$ cat src/rtl/frame_rect_writer_pkg.sv
// Shared definitions for the frame-buffer writer and the image-RAM reader:
// screen geometry, writer state encoding, 3-bit RGB colour constants.
package frame_rect_writer_pkg;

  localparam int SCREEN_W_DEFAULT = 640;
  localparam int SCREEN_H_DEFAULT = 480;

  localparam int ADDR_W   = 19;
  localparam int X_W      = 10;
  localparam int Y_W      = 9;
  localparam int COLOUR_W = 3;

  typedef enum logic [1:0] {
    S_IDLE = 2'd0,
    S_CLIP = 2'd1,
    S_DRAW = 2'd2,
    S_DONE = 2'd3
  } rect_state_t;

  // Colour bits are {R, G, B}
  localparam logic [COLOUR_W-1:0] BLACK   = 3'b000;
  localparam logic [COLOUR_W-1:0] BLUE    = 3'b001;
  localparam logic [COLOUR_W-1:0] GREEN   = 3'b010;
  localparam logic [COLOUR_W-1:0] CYAN    = 3'b011;
  localparam logic [COLOUR_W-1:0] RED     = 3'b100;
  localparam logic [COLOUR_W-1:0] MAGENTA = 3'b101;
  localparam logic [COLOUR_W-1:0] YELLOW  = 3'b110;
  localparam logic [COLOUR_W-1:0] WHITE   = 3'b111;

  // Visible extent of a span starting at origin; evaluated in int so that
  // origin + len never wraps at the port width.
  function automatic int clip_extent(input int origin, input int len, input int limit);
    if (origin >= limit) return 0;
    return (len < (limit - origin)) ? len : (limit - origin);
  endfunction

endpackage

$ cat src/rtl/frame_rect_writer_row_base_calc.sv
// Row base address y*SCREEN_W built as a sum of shifted copies of y,
// one term per set bit of SCREEN_W, so no multiplier is inferred.
module row_base_calc
  import frame_rect_writer_pkg::*;
#(
  parameter int SCREEN_W = SCREEN_W_DEFAULT
) (
  input  logic [Y_W-1:0]    y,
  output logic [ADDR_W-1:0] base
);

  localparam logic [ADDR_W-1:0] MULT = ADDR_W'(SCREEN_W);

  logic [ADDR_W-1:0] y_ext;
  logic [ADDR_W-1:0] partial [0:ADDR_W-1];

  assign y_ext = {{(ADDR_W-Y_W){1'b0}}, y};

  generate
    for (genvar gi = 0; gi < ADDR_W; gi++) begin : g_term
      logic [ADDR_W-1:0] term;
      if (MULT[gi]) begin : g_on
        assign term = y_ext << gi;
      end else begin : g_off
        assign term = '0;
      end
      if (gi == 0) begin : g_first
        assign partial[gi] = term;
      end else begin : g_acc
        assign partial[gi] = partial[gi-1] + term;
      end
    end
  endgenerate

  assign base = partial[ADDR_W-1];

endmodule

$ cat src/rtl/frame_rect_writer.sv
// Fills a clipped rectangle of the frame buffer with one colour, one pixel
// per cycle in raster order, and pulses done when the fill is complete.
module frame_rect_writer
  import frame_rect_writer_pkg::*;
#(
  parameter int SCREEN_W = SCREEN_W_DEFAULT,
  parameter int SCREEN_H = SCREEN_H_DEFAULT
) (
  input  logic                clk,
  input  logic                reset,
  input  logic                start,
  input  logic [X_W-1:0]      x0,
  input  logic [Y_W-1:0]      y0,
  input  logic [X_W-1:0]      w,
  input  logic [Y_W-1:0]      h,
  input  logic [COLOUR_W-1:0] colour,
  output logic [ADDR_W-1:0]   address,
  output logic [COLOUR_W-1:0] dataout,
  output logic                wren,
  output logic                busy,
  output logic                done
);

  localparam logic [ADDR_W-1:0] ROW_STEP = ADDR_W'(SCREEN_W);

  rect_state_t state_reg, state_next;

  logic [X_W-1:0]      x0_reg;
  logic [Y_W-1:0]      y0_reg;
  logic [X_W-1:0]      w_reg;
  logic [Y_W-1:0]      h_reg;
  logic [COLOUR_W-1:0] colour_reg;

  logic [X_W-1:0]      w_eff_reg;
  logic [Y_W-1:0]      h_eff_reg;
  logic [X_W-1:0]      x_cnt_reg;
  logic [Y_W-1:0]      y_cnt_reg;
  logic [X_W-1:0]      col_reg;
  logic [ADDR_W-1:0]   row_base_reg;

  logic [X_W-1:0]      w_eff_next;
  logic [Y_W-1:0]      h_eff_next;
  logic [ADDR_W-1:0]   row_base_start;
  logic                clip_empty;
  logic                last_col;
  logic                last_row;

  row_base_calc #(.SCREEN_W(SCREEN_W)) u_row_base (
    .y    (y0_reg),
    .base (row_base_start)
  );

  assign w_eff_next = X_W'(clip_extent(int'(x0_reg), int'(w_reg), SCREEN_W));
  assign h_eff_next = Y_W'(clip_extent(int'(y0_reg), int'(h_reg), SCREEN_H));
  assign clip_empty = (w_eff_next == '0) || (h_eff_next == '0);

  assign last_col = (x_cnt_reg == (w_eff_reg - X_W'(1)));
  assign last_row = (y_cnt_reg == (h_eff_reg - Y_W'(1)));

  always_ff @(posedge clk) begin
    if (reset) begin
      state_reg <= S_IDLE;
    end else begin
      state_reg <= state_next;
    end
  end

  always_comb begin
    state_next = state_reg;
    case (state_reg)
      S_IDLE: if (start) state_next = S_CLIP;
      S_CLIP: state_next = clip_empty ? S_DONE : S_DRAW;
      S_DRAW: if (last_col && last_row) state_next = S_DONE;
      S_DONE: state_next = S_IDLE;
      default: state_next = S_IDLE;
    endcase
  end

  // Request fields are captured only in IDLE, so later changes on the
  // inputs cannot disturb a fill in progress.
  always_ff @(posedge clk) begin
    if (reset) begin
      x0_reg       <= '0;
      y0_reg       <= '0;
      w_reg        <= '0;
      h_reg        <= '0;
      colour_reg   <= BLACK;
      w_eff_reg    <= '0;
      h_eff_reg    <= '0;
      x_cnt_reg    <= '0;
      y_cnt_reg    <= '0;
      col_reg      <= '0;
      row_base_reg <= '0;
    end else begin
      case (state_reg)
        S_IDLE: begin
          if (start) begin
            x0_reg     <= x0;
            y0_reg     <= y0;
            w_reg      <= w;
            h_reg      <= h;
            colour_reg <= colour;
          end
        end
        S_CLIP: begin
          w_eff_reg    <= w_eff_next;
          h_eff_reg    <= h_eff_next;
          x_cnt_reg    <= '0;
          y_cnt_reg    <= '0;
          col_reg      <= x0_reg;
          row_base_reg <= row_base_start;
        end
        S_DRAW: begin
          if (last_col) begin
            x_cnt_reg    <= '0;
            col_reg      <= x0_reg;
            y_cnt_reg    <= y_cnt_reg + Y_W'(1);
            row_base_reg <= row_base_reg + ROW_STEP;
          end else begin
            x_cnt_reg <= x_cnt_reg + X_W'(1);
            col_reg   <= col_reg + X_W'(1);
          end
        end
        default: ;
      endcase
    end
  end

  assign wren    = (state_reg == S_DRAW);
  assign address = wren ? (row_base_reg + {{(ADDR_W-X_W){1'b0}}, col_reg}) : '0;
  assign dataout = wren ? colour_reg : BLACK;
  assign busy    = (state_reg != S_IDLE);
  assign done    = (state_reg == S_DONE);

endmodule

$ cat config.mk
export PLATFORM = sky130hd
export DESIGN_NAME = frame_rect_writer
export DESIGN_NICKNAME = d
export VERILOG_FILES = /design/src/rtl/frame_rect_writer_pkg.sv /design/src/rtl/frame_rect_writer_row_base_calc.sv /design/src/rtl/frame_rect_writer.sv
export SDC_FILE = /design/constraint.sdc
export NUM_CORES = 1
export LEC_CHECK = 0
export ABC_AREA = 1
export CAP_MARGIN = 20
export CELL_PAD_IN_SITES_DETAIL_PLACEMENT = 2
export CELL_PAD_IN_SITES_GLOBAL_PLACEMENT = 2
export CORE_ASPECT_RATIO = 1.75
export CORE_MARGIN = 8
export CORE_UTILIZATION = 29
export CTS_BUF_LIST = sky130_fd_sc_hd__clkbuf_16
export DETAILED_ROUTE_END_ITERATION = 16
export HOLD_SLACK_MARGIN = 0.08
export PLACE_DENSITY = 0.78
export SLEW_MARGIN = 20
export SYNTH_ARGS = -nofsm -noshare
export SYNTH_HDL_FRONTEND = slang
export SYNTH_SLANG_ARGS = --single-unit
$ cat constraint.sdc
create_clock -name clk -period 2.4 [get_ports clk]
set_input_delay 0.48 -clock clk [delete_from_list [all_inputs] [get_ports clk]]
set_output_delay 0.48 -clock clk [all_outputs]
set_load 0.005 [all_outputs]
==> flow_results.org <==
** Floorplanning
- Rows :: 73
- Die Span Y :: 216.6 um
- The core region is 22650 um2.
- Die area :: 28290 um2
- In this run the count of I/O pins placed on the die edge is 69.
- Initial Util :: 0.2943
- From left edge to right edge, the die measures 130.6 um.

** Synth
- YS warnings :: 0
- Post-synthesis average cell area :: between 6 and 7 um2
- Most used flip-flop cell after synthesis :: sky130_fd_sc_hd__dfxtp_1
- Synthesized netlist cell count :: a little under 1000
- Number of synthesized flops with an enable pin :: 0
- Commonest cells post-synth :: 185 x sky130_fd_sc_hd__nand2_1, 123 x sky130_fd_sc_hd__inv_1, 103 x sky130_fd_sc_hd__dfxtp_1, 98 x sky130_fd_sc_hd__a21oi_1, 96 x sky130_fd_sc_hd__nor2_1
- The synthesized design spends more area on one cell type than any other, namely sky130_fd_sc_hd__dfxtp_1.
- The share of synthesized area in the top cell type comes to 0.3093.
- Of all flip-flops after synthesis, the portion carrying an async set or reset was 0.
- The number of different library cells used by synthesis comes to 39.
- The cell area that synthesis handed to floorplanning was 6666 um2.
- Library cell with the highest instance count after synthesis :: sky130_fd_sc_hd__nand2_1
- Ranked by total cell area, the synthesized netlist is headed by sky130_fd_sc_hd__dfxtp_1 31%, sky130_fd_sc_hd__nand2_1 10%, sky130_fd_sc_hd__ha_1 7.5%.
- In this run, synthesis produced a sequential element count of 103.
- Of the synthesized area, sequential elements account for 0.3093.
- Post-synth net total :: 1080

** Final layout
- Across the whole layout, storage elements account for 2082 um2.
- The repair_antennas step left the layout with diodes totalling 0.
- In the final layout, the multi-input gates occupy 5037 um2.
- At the end of the flow the core is filled with cells to 0.4589.
- Share of post-route cells with drive strength above 1 :: 0.3427
- After filler insertion, the fill cell instance count of the layout stands at 2580.
- Finished Cell Area :: slightly above 10000 um2
- At the end of the flow, the number of nets in the layout was ~1300.
- Area growth from synthesis to final layout :: 55.93%
- The register with the most flip-flops in the layout has 12 of them.

** Timing
- Final worst slack :: -0.7796 ns
- Fin crit period :: 3.180 ns
- Setup violations remaining at the end of the flow were counted as 81.
- F_max :: ~310 MHz
- Max-slew violations :: 0
- Setup repair after global routing could not meet its margin everywhere.
- Measured against its own limit, the worst slew margin works out to 0.5335.
- Fin crit share :: 1.325
- At the pin with the least slew margin, the transition time is ~0.7 ns.
- Hold Fails Final Rpt :: 0
- Across the routed clock network, the largest skew measured is 0.01154 ns.

** Setup path
- CP startpoint kind :: flop
- Crit path arrival time :: 3.49 ns
- The setup path with the least slack is of type flop to flop.
- Sort of element at the end of the critical path :: flop
- CP max FO :: 5
- For the worst setup path, the data required time is 2.71 ns.

** Outcome
- The run finished, with violations left.
- The checks that failed: negative setup slack.

** Route
- DRC :: 0
- Detailed-router iteration count before antenna repair :: 4
- Final wirelength :: 38.51 mm
- Summing over every cut layer, the via total after detailed routing is roughly 8000.
- In this run the remaining antenna-violating nets after routing total 0.
- Dividing the detail-routed via count by the number of cells gives 5.333.
- Starting DRC count in detailed routing :: 347
- After detailed routing, the average wire length per cell comes to about 26 um.

** Placement
- Weighted congestion reported at the end of routability-driven placement :: 0.8122
- Total of buffers placed on input and output ports :: 68
- Detailed placement ended at an HPWL of 21.06 mm.
- Summing all placed instances gives a cell area of 8608 um2.

** Clock network
- Maximum level of the CTS H-tree :: 3
- Counting along the longest clock path gives a buffer depth of 2.
- CTS Root Cell :: sky130_fd_sc_hd__clkbuf_16
- After clock tree synthesis, the clock-pin slew on the worst setup and hold paths is 0.08 ns.
- TritonCTS built the clock tree.
- Clock buffer count from CTS :: 9
- Clock latency at the later pin of the worst-skew pair :: roughly 0.38 ns
- Number of sinks driven by the clock tree :: 103

** Power and ir drop
- Worst IR drop on VDD :: 0.7284 mV
- For this design the ratio of total power to cell area is between 1000 and 1500 nW/um2.
- Summed over all cells, the static leakage comes to 4.544 nW.

** GRT
- Total track usage :: 0.2258
- The initial antenna violation count is 0.
- The number of global-route vias before repair was 9089.
- Pin count of the biggest net entering global routing :: 44
- The first global-routing pass estimated 49.37 mm of wire.
- The total overflow left after global routing is 0.

** Job
- Max-cap violations in this run came to 0.

** Worst hold path
- In this run the worst hold path is classified as flop to flop.
==> kinds of logic after synthesis <==
group	Yosys count	synth area share
and+or+nand+nor	408	0.2660
AOI/OAI and AO/OA	215	0.1700
buffers and inverters	172	0.1010
DFF	103	0.3093
xor gates and xnor gates	56	0.07564
adders and majority gates	41	0.07808
==> layout by cell type, fill, tap and decap left out, types with 4 or more instances in the layout <==
cell type,n
sky130_fd_sc_hd__nand2_1,141
sky130_fd_sc_hd__buf_4,128
sky130_fd_sc_hd__inv_1,108
sky130_fd_sc_hd__dfxtp_1,91
sky130_fd_sc_hd__o21ai_0,78
sky130_fd_sc_hd__a21oi_1,77
sky130_fd_sc_hd__nor2_1,71
sky130_fd_sc_hd__clkdlybuf4s50_1,58
sky130_fd_sc_hd__xor2_1,38
sky130_fd_sc_hd__nand3_1,34
sky130_fd_sc_hd__nand2_2,30
sky130_fd_sc_hd__buf_6,28
sky130_fd_sc_hd__nand3_2,26
sky130_fd_sc_hd__ha_1,25
sky130_fd_sc_hd__a21oi_2,20
sky130_fd_sc_hd__nand4_1,19
sky130_fd_sc_hd__nor2_4,19
sky130_fd_sc_hd__nand2_4,16
sky130_fd_sc_hd__inv_2,15
sky130_fd_sc_hd__ha_4,14
sky130_fd_sc_hd__nor2_2,12
sky130_fd_sc_hd__nand3_4,10
sky130_fd_sc_hd__xnor2_1,10
sky130_fd_sc_hd__nor3_1,10
sky130_fd_sc_hd__clkbuf_16,10
sky130_fd_sc_hd__dfxtp_2,10
sky130_fd_sc_hd__o21ai_2,9
sky130_fd_sc_hd__o21ai_1,9
sky130_fd_sc_hd__buf_2,9
sky130_fd_sc_hd__a31oi_1,8
sky130_fd_sc_hd__inv_4,7
sky130_fd_sc_hd__nor3_2,6
sky130_fd_sc_hd__buf_12,5
sky130_fd_sc_hd__nor3_4,4
==> metrics by stage <==
stage	setup TNS, ns	worst slack (ns)	hold WS, ns	power (mW)	cells
after global placement	-5.578	-0.4628	0.4656	8.551	1450
after detailed placement	-11.22	-0.7079	0.4906	8.882	1450
after global routing	-20.46	-0.8450	0.5249	14.24	1505
final	-14.63	-0.7796	0.5085	13.63	1505
after floorplan	-0.01860	-0.01860	0.4480	5.998	995
after CTS	-6.038	-0.4808	0.5038	11.50	1488
==> worst max-delay path: stages (launching register included) <==
cell	delay, ns
sky130_fd_sc_hd__dfxtp_2	0.34
sky130_fd_sc_hd__inv_4	0.09
sky130_fd_sc_hd__ha_4	0.16
sky130_fd_sc_hd__nand2_4	0.07
sky130_fd_sc_hd__nor2_4	0.13
sky130_fd_sc_hd__nand4_1	0.21
sky130_fd_sc_hd__nand2_2	0.18
sky130_fd_sc_hd__xor2_4	0.20
sky130_fd_sc_hd__ha_4	0.24
sky130_fd_sc_hd__a21oi_2	0.17
sky130_fd_sc_hd__nand2_2	0.09
sky130_fd_sc_hd__nand2_4	0.15
sky130_fd_sc_hd__buf_8	0.17
sky130_fd_sc_hd__nand3_1	0.15
sky130_fd_sc_hd__nand3_2	0.16
sky130_fd_sc_hd__nand2_2	0.09
sky130_fd_sc_hd__nor2_4	0.11
sky130_fd_sc_hd__nand3_2	0.10
sky130_fd_sc_hd__nand3_2	0.08
sky130_fd_sc_hd__nand2_1	0.06
sky130_fd_sc_hd__a21oi_1	0.14
==> worst paths after layout <==
check                               from                         to  depth (start not counted)  slack (ns)
setup reg to reg  x0_reg[1]$_SDFFE_PP0P_  state_reg[0]$_SDFFE_PP0P_                         20       -0.78
hold reg to reg    h_reg[3]$_SDFFE_PP0P_      h_reg[3]$_SDFFE_PP0P_                          2        0.51
setup / recovery  x0_reg[1]$_SDFFE_PP0P_  state_reg[0]$_SDFFE_PP0P_                         20       -0.78
hold / removal     h_reg[3]$_SDFFE_PP0P_      h_reg[3]$_SDFFE_PP0P_                          2        0.51
==> power by group <==
group | internal, mW | switching, mW | total, mW
Clock | 0.804 | 0.796 | 1.60
Sequential | 2.15 | 0.519 | 2.67
Combinational | 3.77 | 5.59 | 9.36
Total | 6.72 | 6.90 | 13.6
==> what timing repair did <==
action                     CTS  global route
setup endpoints to repair   58            73
hold buffers                 0             0
pin swaps                   65            72
gates cloned                 4             1
resized for setup          178           165
setup buffers               23            25
==> area by class of cell <==
type / count / share of cell area
Tap cell: 300 / 0.03611
Sequential cell: 103 / 0.2003
Clock inverter: 6 / 0.005898
Timing Repair Buffer: 233 / 0.2010
Inverter: 133 / 0.05043
Multi-Input combinational cell: 721 / 0.4846
Clock buffer: 9 / 0.02167
==> per-layer routing <==
layer	track usage	vias up	routed length (um)
met5	0	-	0
met4	0.1397	0	2565
met3	0.02828	126	1163
met2	0.4443	198	21700
met1	0.2081	4037	13070
li1	-	3665	-
(Power assumes the default switching activity.)
